<file path="config.mk">
export PLATFORM = sky130hd
export DESIGN_NAME = puma_word_unpacker
export DESIGN_NICKNAME = d
export VERILOG_FILES = /design/src/rtl/puma_stream_pkg.sv /design/src/rtl/puma_word_unpacker.sv
export SDC_FILE = /design/constraint.sdc
export NUM_CORES = 1
export LEC_CHECK = 0
export BUFFER_PORTS_ARGS = -buffer_cell sky130_fd_sc_hd__buf_2
export CAP_MARGIN = 20
export CORE_MARGIN = 4
export CORE_UTILIZATION = 56
export CTS_CLUSTER_DIAMETER = 50
export DETAILED_ROUTE_END_ITERATION = 10
export PLACE_DENSITY = 0.85
export SYNTH_ARGS = -nofsm -noshare
export SYNTH_HDL_FRONTEND = slang
export SYNTH_SLANG_ARGS = --single-unit
</file>
<file path="constraint.sdc">
create_clock -name clk -period 2.2 [get_ports clk]
set_input_delay 0.22 -clock clk [delete_from_list [all_inputs] [get_ports clk]]
set_output_delay 0.22 -clock clk [all_outputs]
set_load 0.05 [all_outputs]
</file>
<file path="src/rtl/puma_stream_pkg.sv">
// ---------------------------------------------------------------------------
// puma_stream_pkg
//
// Purpose: shared widths, the unpacker state type and the byte lane select
//          used by the PUMA TX word-to-byte unpacker.
//
// Contents:
//   BYTE_W, WORD_W, BYTES_PER_WORD  stream geometry (8 / 32 / 4)
//   state_e                         unpacker FSM states {IDLE, EMIT}
//   byte_of(word, idx)              returns the idx-th byte to transmit
//
// Configuration macro: PUMA_UNPACK_LSB_FIRST_EN
//   undefined (default): byte 0 is word[31:24] (MSB-first)
//   defined            : byte 0 is word[7:0]   (LSB-first)
// ---------------------------------------------------------------------------
package puma_stream_pkg;

  localparam int BYTE_W         = 8;
  localparam int WORD_W         = 32;
  localparam int BYTES_PER_WORD = 4;

  typedef enum logic {
    IDLE = 1'b0,
    EMIT = 1'b1
  } state_e;

  // Constant lane slices avoid variable part-select index widths.
  function automatic logic [BYTE_W-1:0] byte_of(input logic [WORD_W-1:0] word,
                                                input logic [1:0]        idx);
    logic [BYTE_W-1:0] b;
    b = '0;
`ifdef PUMA_UNPACK_LSB_FIRST_EN
    case (idx)
      2'd0:    b = word[7:0];
      2'd1:    b = word[15:8];
      2'd2:    b = word[23:16];
      default: b = word[31:24];
    endcase
`else
    case (idx)
      2'd0:    b = word[31:24];
      2'd1:    b = word[23:16];
      2'd2:    b = word[15:8];
      default: b = word[7:0];
    endcase
`endif
    return b;
  endfunction

endpackage

</file>
<file path="src/rtl/puma_word_unpacker.sv">
// ---------------------------------------------------------------------------
// puma_word_unpacker
//
// Purpose: splits 32-bit payload words into a byte stream for the byte-wide
//          MAC/UDP TX path, reports per-frame length and oversize errors.
//
// Ports:
//   clk, rst_n           clock and synchronous active-low reset
//   s_data[31:0]         payload word (byte order chosen by byte_of)
//   s_valid / s_ready    word handshake
//   s_last               word is the final word of its frame
//   s_nbytes[1:0]        valid bytes of a last word (0 means 4)
//   m_data[7:0]          output byte
//   m_valid / m_ready    byte handshake
//   m_last               final byte of the frame
//   frame_done           one-cycle pulse after the final byte handshake
//   frame_len[LEN_W-1:0] byte count of the last completed frame (saturating)
//   err_oversize         frame exceeded MAX_FRAME_BYTES; held until the first
//                        byte of the next frame is accepted
//
// Configuration macro: PUMA_UNPACK_LSB_FIRST_EN (see puma_stream_pkg).
// ---------------------------------------------------------------------------
module puma_word_unpacker
  import puma_stream_pkg::*;
#(
  parameter int MAX_FRAME_BYTES = 1500,
  parameter int LEN_W           = 16
) (
  input  logic              clk,
  input  logic              rst_n,
  input  logic [31:0]       s_data,
  input  logic              s_valid,
  output logic              s_ready,
  input  logic              s_last,
  input  logic [1:0]        s_nbytes,
  output logic [7:0]        m_data,
  output logic              m_valid,
  input  logic              m_ready,
  output logic              m_last,
  output logic              frame_done,
  output logic [LEN_W-1:0]  frame_len,
  output logic              err_oversize
);

  state_e              state_q, state_d;
  logic [WORD_W-1:0]   word_q, word_d;
  logic                last_q, last_d;
  logic [1:0]          last_idx_q, last_idx_d;
  logic [1:0]          byte_idx_q, byte_idx_d;
  logic [LEN_W-1:0]    count_q, count_d;
  logic [LEN_W-1:0]    frame_len_q, frame_len_d;
  logic                frame_done_q, frame_done_d;
  logic                err_q, err_d;

  logic                at_last_idx;
  logic                byte_hs;
  logic                accept;
  logic [1:0]          new_last_idx;
  logic [LEN_W-1:0]    count_inc;
  logic                first_byte;

  // Output side: the held word is presented byte by byte while in EMIT.
  // s_ready also opens on the final byte handshake of a word so the next
  // word loads without a bubble.
  always_comb begin
    at_last_idx = (byte_idx_q == last_idx_q);
    m_valid     = (state_q == EMIT);
    m_data      = m_valid ? byte_of(word_q, byte_idx_q) : '0;
    m_last      = m_valid & last_q & at_last_idx;
    s_ready     = (state_q == IDLE) | ((state_q == EMIT) & m_ready & at_last_idx);
    byte_hs     = m_valid & m_ready;
    accept      = s_valid & s_ready;
    // A non-last word always carries four bytes; nbytes==0 also means four.
    new_last_idx = (s_last && (s_nbytes != 2'd0)) ? (s_nbytes - 2'd1) : 2'd3;
    count_inc    = (count_q == {LEN_W{1'b1}}) ? count_q : (count_q + 1'b1);
    first_byte   = (count_q == '0);
  end

  // Next-state for the word holder and byte index.
  always_comb begin
    state_d    = state_q;
    word_d     = word_q;
    last_d     = last_q;
    last_idx_d = last_idx_q;
    byte_idx_d = byte_idx_q;
    if (accept) begin
      word_d     = s_data;
      last_d     = s_last;
      last_idx_d = new_last_idx;
      byte_idx_d = 2'd0;
      state_d    = EMIT;
    end else if (byte_hs && at_last_idx) begin
      state_d = IDLE;
    end else if (byte_hs) begin
      byte_idx_d = byte_idx_q + 2'd1;
    end
  end

  // Frame accounting. The error flag is recomputed on every byte: the first
  // byte of a frame drops the old frame's error, later bytes keep it sticky.
  always_comb begin
    count_d      = count_q;
    frame_len_d  = frame_len_q;
    frame_done_d = 1'b0;
    err_d        = err_q;
    if (byte_hs) begin
      err_d = (int'(count_inc) > MAX_FRAME_BYTES) | (err_q & ~first_byte);
      if (m_last) begin
        count_d      = '0;
        frame_len_d  = count_inc;
        frame_done_d = 1'b1;
      end else begin
        count_d = count_inc;
      end
    end
  end

  // State registers; reset discards any held word and partial count.
  always_ff @(posedge clk) begin
    if (!rst_n) begin
      state_q      <= IDLE;
      word_q       <= '0;
      last_q       <= 1'b0;
      last_idx_q   <= 2'd0;
      byte_idx_q   <= 2'd0;
      count_q      <= '0;
      frame_len_q  <= '0;
      frame_done_q <= 1'b0;
      err_q        <= 1'b0;
    end else begin
      state_q      <= state_d;
      word_q       <= word_d;
      last_q       <= last_d;
      last_idx_q   <= last_idx_d;
      byte_idx_q   <= byte_idx_d;
      count_q      <= count_d;
      frame_len_q  <= frame_len_d;
      frame_done_q <= frame_done_d;
      err_q        <= err_d;
    end
  end

  assign frame_done   = frame_done_q;
  assign frame_len    = frame_len_q;
  assign err_oversize = err_q;

endmodule

</file>
# == Word-level counts from Yosys, hierarchy flattened ==
# Cells that the tools add are included.
# classes
n_addsub,3
magnitude_cmp,1
n_eq_ne,4
muxes,8
bitwise_logic,12
reduce_logical,10
# op_table
cell,n
two-way mux 16 bit,2
case mux 8 bit (3 select lines),1
"adder 16 x 1 -> 16 bit, second input constant",1
"== test 16 bit, second input constant",1
"greater-than comparator 16 x 11 -> 1 bit, second input constant",1
zero test 16 bit,1
two-way mux 8 bit,1
AND 1 bit,6
AND reduction 2 bit,3
inverter 1 bit,4
nonzero test 2 bit,2
two-way mux 1 bit,3
"adder 2 x 1 -> 2 bit, second input constant",1
"== test 2 x 1 -> 1 bit, second input constant",1
== test 2 bit,1
"== test 2 bit, second input constant",1
logical AND 1 bit,2
zero test 2 bit,1
two-way mux 2 bit,1
bitwise OR 1 bit,2
OR reduction 2 bit,1
"subtractor 2 x 1 -> 2 bit, second input constant",1
# totals
regBits,72
inputBits,39
out_inout_bits,29

# == Longest topological paths before layout ==
# Gate-level depths: netlist (run 1).
# depth
depth_word,5
depth_mapped,8

# == Least setup slack after synthesis (run 1) ==
# Ideal clock, no wire load.
# synth_path
path_kind,register to register
start,reg count_q[0]
end,"reg err_q, in the netlist err_oversize"
setup_ps,127
arrival_ps,1859
required_time_ps,2073
path_slack_ps,214
path_stages_with_launch,9
period_less_slack_ps,1986
cell_sequence,dfxtp_1 > ha_1 > clkbuf_1 > inv_1 > nor4_4 > o21ai_0 > and3_1 > nor4_2 > a211oi_2
# synth_via
elab_chain_len,4
# synth_lines
item,line_no,text
"start, declared",puma_word_unpacker.sv:50,"logic [LEN_W-1:0] count_q, count_d;"
"start signal, assigned",puma_word_unpacker.sv:136,count_q <= count_d;
"adder 16 x 1 -> 16 bit, or another cell as far along",puma_word_unpacker.sv:75,count_inc = (count_q == {LEN_W{1'b1}}) ? count_q : (count_q + 1'b1);
two-way mux 16 bit or inverter 1 bit (tied branches),"puma_word_unpacker.sv:75, puma_word_unpacker.sv:107",
greater-than comparator 16 x 11 -> 1 bit or AND 1 bit (tied branches),puma_word_unpacker.sv:107,err_d = (int'(count_inc) > MAX_FRAME_BYTES) | (err_q & ~first_byte);
bitwise OR 1 bit *,puma_word_unpacker.sv:107,
"end signal, assigned",puma_word_unpacker.sv:139,err_q <= err_d;
"end, declared",puma_word_unpacker.sv:53,"logic err_q, err_d;"
# Mark *: on every way between the ends. The rest lies on a longest branch, timed or not.
# A chain may end at the register's enable or synchronous reset.

# == Final worst setup path (run 1) ==
# layout_path
start,reg count_q[11]
end,"reg err_q, in the netlist err_oversize"
# The elaborated chain is that of the path after synthesis.

==> flow_metrics.py, run 1 <==
metrics = {
    "status": {
        "outcome": "completed",
    },
    "grt": {
        "gr-usage-all-layers": 0.278,
        "grt_pass1_wl_um": 17200,
        "antenna_found_initial": 0,
        "grt-ovfl-total": 0,
        "grt_max_degree": 55,
        "grt_pass1_vias": 3497,
    },
    "min_path": {
        "whs_path_depth": 3,
        "hold_path.class": "in2reg",
        "hp-start": "s_data[11]",
    },
    "die": {
        "coreArea_sq_um": 6420,
        "die_y_um": 89.7,
        "dieArea_sq_um": 8040,
        "start_util": 0.582,
        "fp.dieW_um": 89.7,
        "ioPinCount": 68,
        "rows": 29,
    },
    "timing": {
        "max_freq_mhz": 464,
        "slew_headroom": 0.627,
        "finalSetupViolations": 0,
        "finalCriticalPeriod_ns": 2.16,
        "period_share": 0.980,
        "tightestPinTransition_ns": 0.560,
        "slew_viol_final": 0,
        "clock-skew-final_ns": 0.0104,
        "hold_violations": 0,
        "finalSetupTns_ns": 0,
    },
    "clocking": {
        "clockRootBuffer": "clkbuf_8",
        "h-tree-depth": 3,
        "cts_tree": "done",
        "cts-buffers-inserted": 9,
        "clock_sink_count": 72,
        "clock_latency_ns": 0.35,
        "clk_pin_slew_ns": 0.08,
        "cts_max_path_buffers": 2,
    },
    "synthesis": {
        "synth_top_area_share": 0.386,
        "synthesis.nets": 534,
        "ys_async_sr_fraction": 0,
        "ys_ff_latch": 72,
        "ys.flop_type": "dfxtp_1",
        "synth_edf_count": 0,
        "avgSynthCellArea_sq_um": 7.65,
        "ys_seq_area_frac": 0.386,
        "syn_area_sq_um": 3730,
        "syn_inst": 488,
        "yosysUniqueCellTypes": 62,
        "yosysWarnings": 0,
        "synth_area_leaders": "dfxtp_1, nand2_1, a21oi_1",
        "synth.largest_area_cell": "dfxtp_1",
    },
    "critical_path": {
        "startpoint_type": "register",
        "end_kind": "register",
        "cp.required_ns": 2.47,
        "ff2ff_path_depth": 7,
        "cp_data_arrival_time_ns": 2.43,
        "timing_worst_setup_path_type": "reg2reg",
        "setup.worst_path.start": "count_q[11]$_SDFFE_PN0P_",
        "crit_fanout": 7,
        "timing.rr.start": "count_q[11]$_SDFFE_PN0P_",
    },
    "pwr": {
        "swShare": 0.262,
        "sequentialPowerShare": 0.484,
        "netSwitchingPower_uw": 745,
        "vdd_drop_max_mv": 0.466,
        "power_density_nw_per_um2": 607,
        "power_frac_clock": 0.404,
        "leakage_nw": 1.87,
        "pwr-share-comb": 0.112,
        "internal-power_mw": 2.10,
        "power.total_mw": 2.84,
    },
    "route": {
        "drc_errors": 0,
        "viasPerCell": 6.01,
        "first_iter_violations": 327,
        "first_pass_iters": 6,
        "antenna_left": 0,
        "totalWireLength_um": 11500,
        "vias": 3953,
        "post_drt_wl_per_cell_um": 17.4,
    },
    "cells_and_area": {
        "fin_nets": 623,
        "syn_to_final_growth_pct": 25.5,
        "num_antenna_cells": 0,
        "drive_above_1_share": 0.281,
        "layout_commonest_cell": "nand2_1",
        "final_util": 0.730,
        "final_area_sq_um": 4690,
        "layout_common_cells": "nand2_1, dfxtp_1, buf_2",
    },
    "place": {
        "io_buffers": 67,
        "post_dp_cell_area_sq_um": 4360,
        "dp_hpwl_um": 8130,
        "place_congestion": 0.944,
    },
    "job": {
        "cap_viol_max_count": 0,
    },
}
## repair_timing
action                                  in CTS  in global routing
gates resized for setup                      4                 26
endpoints found under the setup margin       8                 18
hold buffers                                 0                  0
pin swaps                                    2                  7
buffers inserted                             0                  4
cloned                                       0                  0
## kinds of logic after synthesis
| logic type | Yosys count | share of synthesized area |
|---|---|---|
| buffers and inverters | 51 | 0.0616 |
| AND/OR/NAND/NOR | 221 | 0.287 |
| flip-flops | 72 | 0.386 |
| AO/OA/AOI/OAI | 124 | 0.211 |
| XOR/XNOR | 10 | 0.0235 |
| adder cells (fa/ha/maj) | 7 | 0.0234 |
| multiplexers | 3 | 0.00804 |
## routing by layer
layer / track usage / up-vias / share of wire
met2: 0.461 / 189 / 0.48
met3: 0.0420 / 41 / 0.068
met5: 0 / - / 0
met1: 0.353 / 1832 / 0.41
met4: 0.135 / 0 / 0.041
li1: - / 1891 / -
## stage by stage
step / instances / hold slack, ns / setup slack, ns
final: 658 / 0.0917 / 0.0440
after floorplan: 488 / 0.329 / 0.214
after global routing: 658 / 0.105 / -0.0697
after CTS: 654 / 0.0910 / 0.00166
after global placement: 639 / 0.436 / 0.0560
after detailed placement: 639 / 0.447 / 0.0243
## Yosys cell counts, types with 7 or more instances
master     n
nand4_1    9
inv_1     10
dfxtp_1   72
and2_1    12
clkbuf_1  19
xnor2_1    7
buf_2     14
o21ai_0   20
a21oi_1   56
nor2_1    52
ha_1       7
a211oi_1   9
a222oi_1   8
nand2_1   96
nor3_1     9
nor4_1     7
## worst max-delay path, cell delays in order, from the launching register on
cell	delay, ns
dfxtp_1	0.47
nand4_2	0.24
buf_4	0.23
nor4_4	0.30
o21ai_0	0.17
a32oi_1	0.31
a211oi_2	0.13
a211oi_2	0.23
## registers in the layout, indices dropped and copies added, names as in the netlist
name / flops
last_idx_q: 2
m_valid: 1
word_q: 32
count_q: 16
byte_idx_q: 2
frame_len: 16
frame_done: 1
last_q: 1
err_oversize: 1
## cell type report
cell class                      count  area [sq um]
Sequential cell                    72          1450
Inverter                           11          41.3
Clock buffer                       10           128
Tap cell                           77          96.3
Multi-Input combinational cell    365          2140
Fill cell                         515          1730
Timing Repair Buffer              118           748
Clock inverter                      5          81.3
## final timing paths
check	endpoint	slack [ns]
setup / recovery	err_oversize$_SDFFE_PN0P_	0.04
hold / removal	word_q[11]$_SDFFE_PN0P_	0.09
setup reg to reg	err_oversize$_SDFFE_PN0P_	0.04
hold reg to reg	frame_len[8]$_SDFFE_PN0P_	0.46
## power by group through the flow
stage	combinational (mW)	sequential [mW]	clock, mW
finish	0.319	1.38	1.15
global route	0.346	1.38	1.21
CTS	0.310	1.38	1.15
detailed placement	0.308	1.41	0
global placement	0.299	1.40	0
floorplan	0.181	1.41	0
No activity file was read; power rests on OpenSTA's default activity.
==> run 2: changes to the inputs <==
--- a/config.mk
+++ b/config.mk
@@ -6,7 +6,7 @@
 export NUM_CORES = 1
 export LEC_CHECK = 0
 export BUFFER_PORTS_ARGS = -buffer_cell sky130_fd_sc_hd__buf_2
-export CAP_MARGIN = 20
+export CAP_MARGIN = 15
 export CORE_MARGIN = 4
 export CORE_UTILIZATION = 56
 export CTS_CLUSTER_DIAMETER = 50
==> constraint.sdc (replaced) <==
create_clock -name clk -period 2.2 [get_ports clk]
set_input_delay 0.11 -clock clk [delete_from_list [all_inputs] [get_ports clk]]
set_output_delay 0.11 -clock clk [all_outputs]
set_load 0.05 [all_outputs]
==> run 2 against run 1 <==
Power is 0.52% higher. Non-clock buffer count rose by 12. First-iteration DRC count is 8.3% lower. Highest routed layer unchanged. Setup slack improved by 0.0025 ns. Design area up 1.7%. Via count increased by 1.3%. Maximum frequency increased by 0.12%.
==> flow_metrics.py, run 2 (synthesis results as in run 1) <==
metrics = {
    "pwr": {
        "leakage_nw": 1.92,
        "power_density_nw_per_um2": 600,
        "vdd_drop_max_mv": 0.467,
    },
    "die": {
        "fp.dieW_um": 89.7,
        "start_util": 0.582,
        "die_y_um": 89.7,
        "coreArea_sq_um": 6420,
        "ioPinCount": 68,
        "dieArea_sq_um": 8040,
        "rows": 29,
    },
    "critical_path": {
        "rrSetupSlack_ns": 0.05,
        "crit_fanout": 6,
        "crit_path_frequent_cell": "a211oi_2",
        "startpoint_type": "register",
        "ff2ff_path_depth": 7,
        "max_stage_delay_ns": 0.48,
        "end_kind": "register",
        "crit_chain": "nand4_2, buf_4, nor4_4, o21ai_0, a32oi_1, a211oi_2, a211oi_2",
        "cp.required_ns": 2.47,
        "cp_data_arrival_time_ns": 2.43,
        "timing.rr.start": "count_q[8]$_SDFFE_PN0P_",
        "crit_path_top_delay_cell": "dfxtp_1",
        "regToRegEndpoint": "err_oversize$_SDFFE_PN0P_",
        "timing_worst_setup_path_type": "reg2reg",
    },
    "clocking": {
        "clock_sink_count": 72,
        "clk_pin_slew_ns": 0.08,
        "clock_latency_ns": 0.35,
        "cts_tree": "done",
        "h-tree-depth": 3,
        "cts-buffers-inserted": 9,
        "clockRootBuffer": "clkbuf_8",
        "cts_max_path_buffers": 2,
    },
    "timing": {
        "fin_ws_ns": 0.0465,
        "finalCriticalPeriod_ns": 2.15,
        "max_freq_mhz": 464,
        "tightestPinTransition_ns": 0.555,
        "period_share": 0.979,
        "finalSetupViolations": 0,
        "hold_slack_ns": 0.00661,
        "hold_violations": 0,
        "slew_viol_final": 0,
        "slew_headroom": 0.630,
        "clock-skew-final_ns": 0.00722,
    },
    "route": {
        "antenna_left": 0,
        "first_pass_iters": 5,
        "drc_errors": 0,
        "post_drt_wl_per_cell_um": 17.3,
        "viasPerCell": 5.97,
        "vias": 4003,
        "totalWireLength_um": 11600,
        "first_iter_violations": 300,
    },
    "cells_and_area": {
        "stdcell_count": 670,
        "layout_common_cells": "nand2_1, buf_2, dfxtp_1",
        "final_area_sq_um": 4770,
        "fill_cells": 505,
        "fin_nets": 635,
        "drive_above_1_share": 0.270,
        "num_antenna_cells": 0,
        "layout_commonest_cell": "nand2_1",
        "syn_to_final_growth_pct": 27.7,
        "largest_register_ffs": 32,
        "max_flop_register": "word_q",
    },
    "grt": {
        "grt_pass1_wl_um": 17300,
        "grt-ovfl-total": 0,
        "grt_pass1_vias": 3579,
        "antenna_found_initial": 0,
        "gr-usage-all-layers": 0.281,
        "grt_max_degree": 55,
    },
    "place": {
        "post_dp_cell_area_sq_um": 4360,
        "placedCellCount": 639,
        "place_congestion": 0.944,
        "io_buffers": 67,
        "dp_slack_ns": 0.0243,
        "dp_hpwl_um": 8130,
    },
    "min_path": {
        "hp-start": "s_data[7]",
        "whs_path_depth": 3,
        "worst_hold_path.endpoint": "word_q[7]$_SDFFE_PN0P_",
        "hold_path.class": "in2reg",
    },
    "job": {
        "cap_viol_max_count": 0,
    },
    "status": {
        "outcome": "completed",
    },
}
==> run 2: worst max-delay path: cells and delay by family, from the launching register on <==
kind,cells,cell delay (ns)
AOI/OAI and AO/OA,4,0.83
DFF,1,0.48
and+or+nand+nor,2,0.53
buffers and inverters,1,0.23
==> run 2: what timing repair did <==
action | CTS | global route
gates resized for setup | 1 | 16
endpoints found under the setup margin | 2 | 18
pin swaps | 1 | 6
hold buffers | 13 | 0
buffers inserted | 0 | 3
hold endpoints to repair | 13 | 0
==> run 2: worst max path at each step <==
stage	cells past startpoint	to	from	slack (ns)
after floorplan	8	err_oversize$_SDFFE_PN0P_	count_q[0]$_SDFFE_PN0P_	0.21
after detailed placement	6	frame_len[4]$_SDFFE_PN0P_	count_q[5]$_SDFFE_PN0P_	0.02
after global placement	6	frame_len[4]$_SDFFE_PN0P_	count_q[3]$_SDFFE_PN0P_	0.06
final	7	err_oversize$_SDFFE_PN0P_	count_q[8]$_SDFFE_PN0P_	0.05
after CTS	6	count_q[1]$_SDFFE_PN0P_	count_q[5]$_SDFFE_PN0P_	0.002
after global routing	7	err_oversize$_SDFFE_PN0P_	count_q[11]$_SDFFE_PN0P_	-0.07
==> run 2: through the flow <==
| step | util | power [mW] | TNS (ns) |
|---|---|---|---|
| global route | 0.742 | 2.96 | -0.0694 |
| finish | 0.742 | 2.86 | 0 |
| detailed placement | 0.678 | 1.71 | 0 |
| global placement | 0.678 | 1.70 | 0 |
| CTS | 0.731 | 2.86 | 0 |
| floorplan | - | 1.59 | 0 |
==> run 2: layout make-up <==
class / count / area (sq um) / share of cell area
clock buffers: 10 / 128 / 0.0268
clock inverters: 5 / 81.3 / 0.0171
inverters: 11 / 41.3 / 0.00866
multi-input cells: 365 / 2110 / 0.442
flip-flops and latches: 72 / 1450 / 0.304
well taps: 77 / 96.3 / 0.0202
repair buffers: 130 / 866 / 0.182
==> run 2: routing by layer <==
metal	GRT usage	vias up	share of wire
met2	0.455	221	0.48
met1	0.355	1823	0.40
met5	0	-	0
li1	-	1916	-
met3	0.0474	43	0.079
met4	0.154	0	0.040
==> run 2: where the power goes <==
part / switching, mW / leakage [nW] / internal, mW / total (mW)
combinational: 0.206 / 1.22 / 0.128 / 0.334
clock: 0.512 / 0.103 / 0.635 / 1.15
sequential: 0.0277 / 0.590 / 1.35 / 1.38
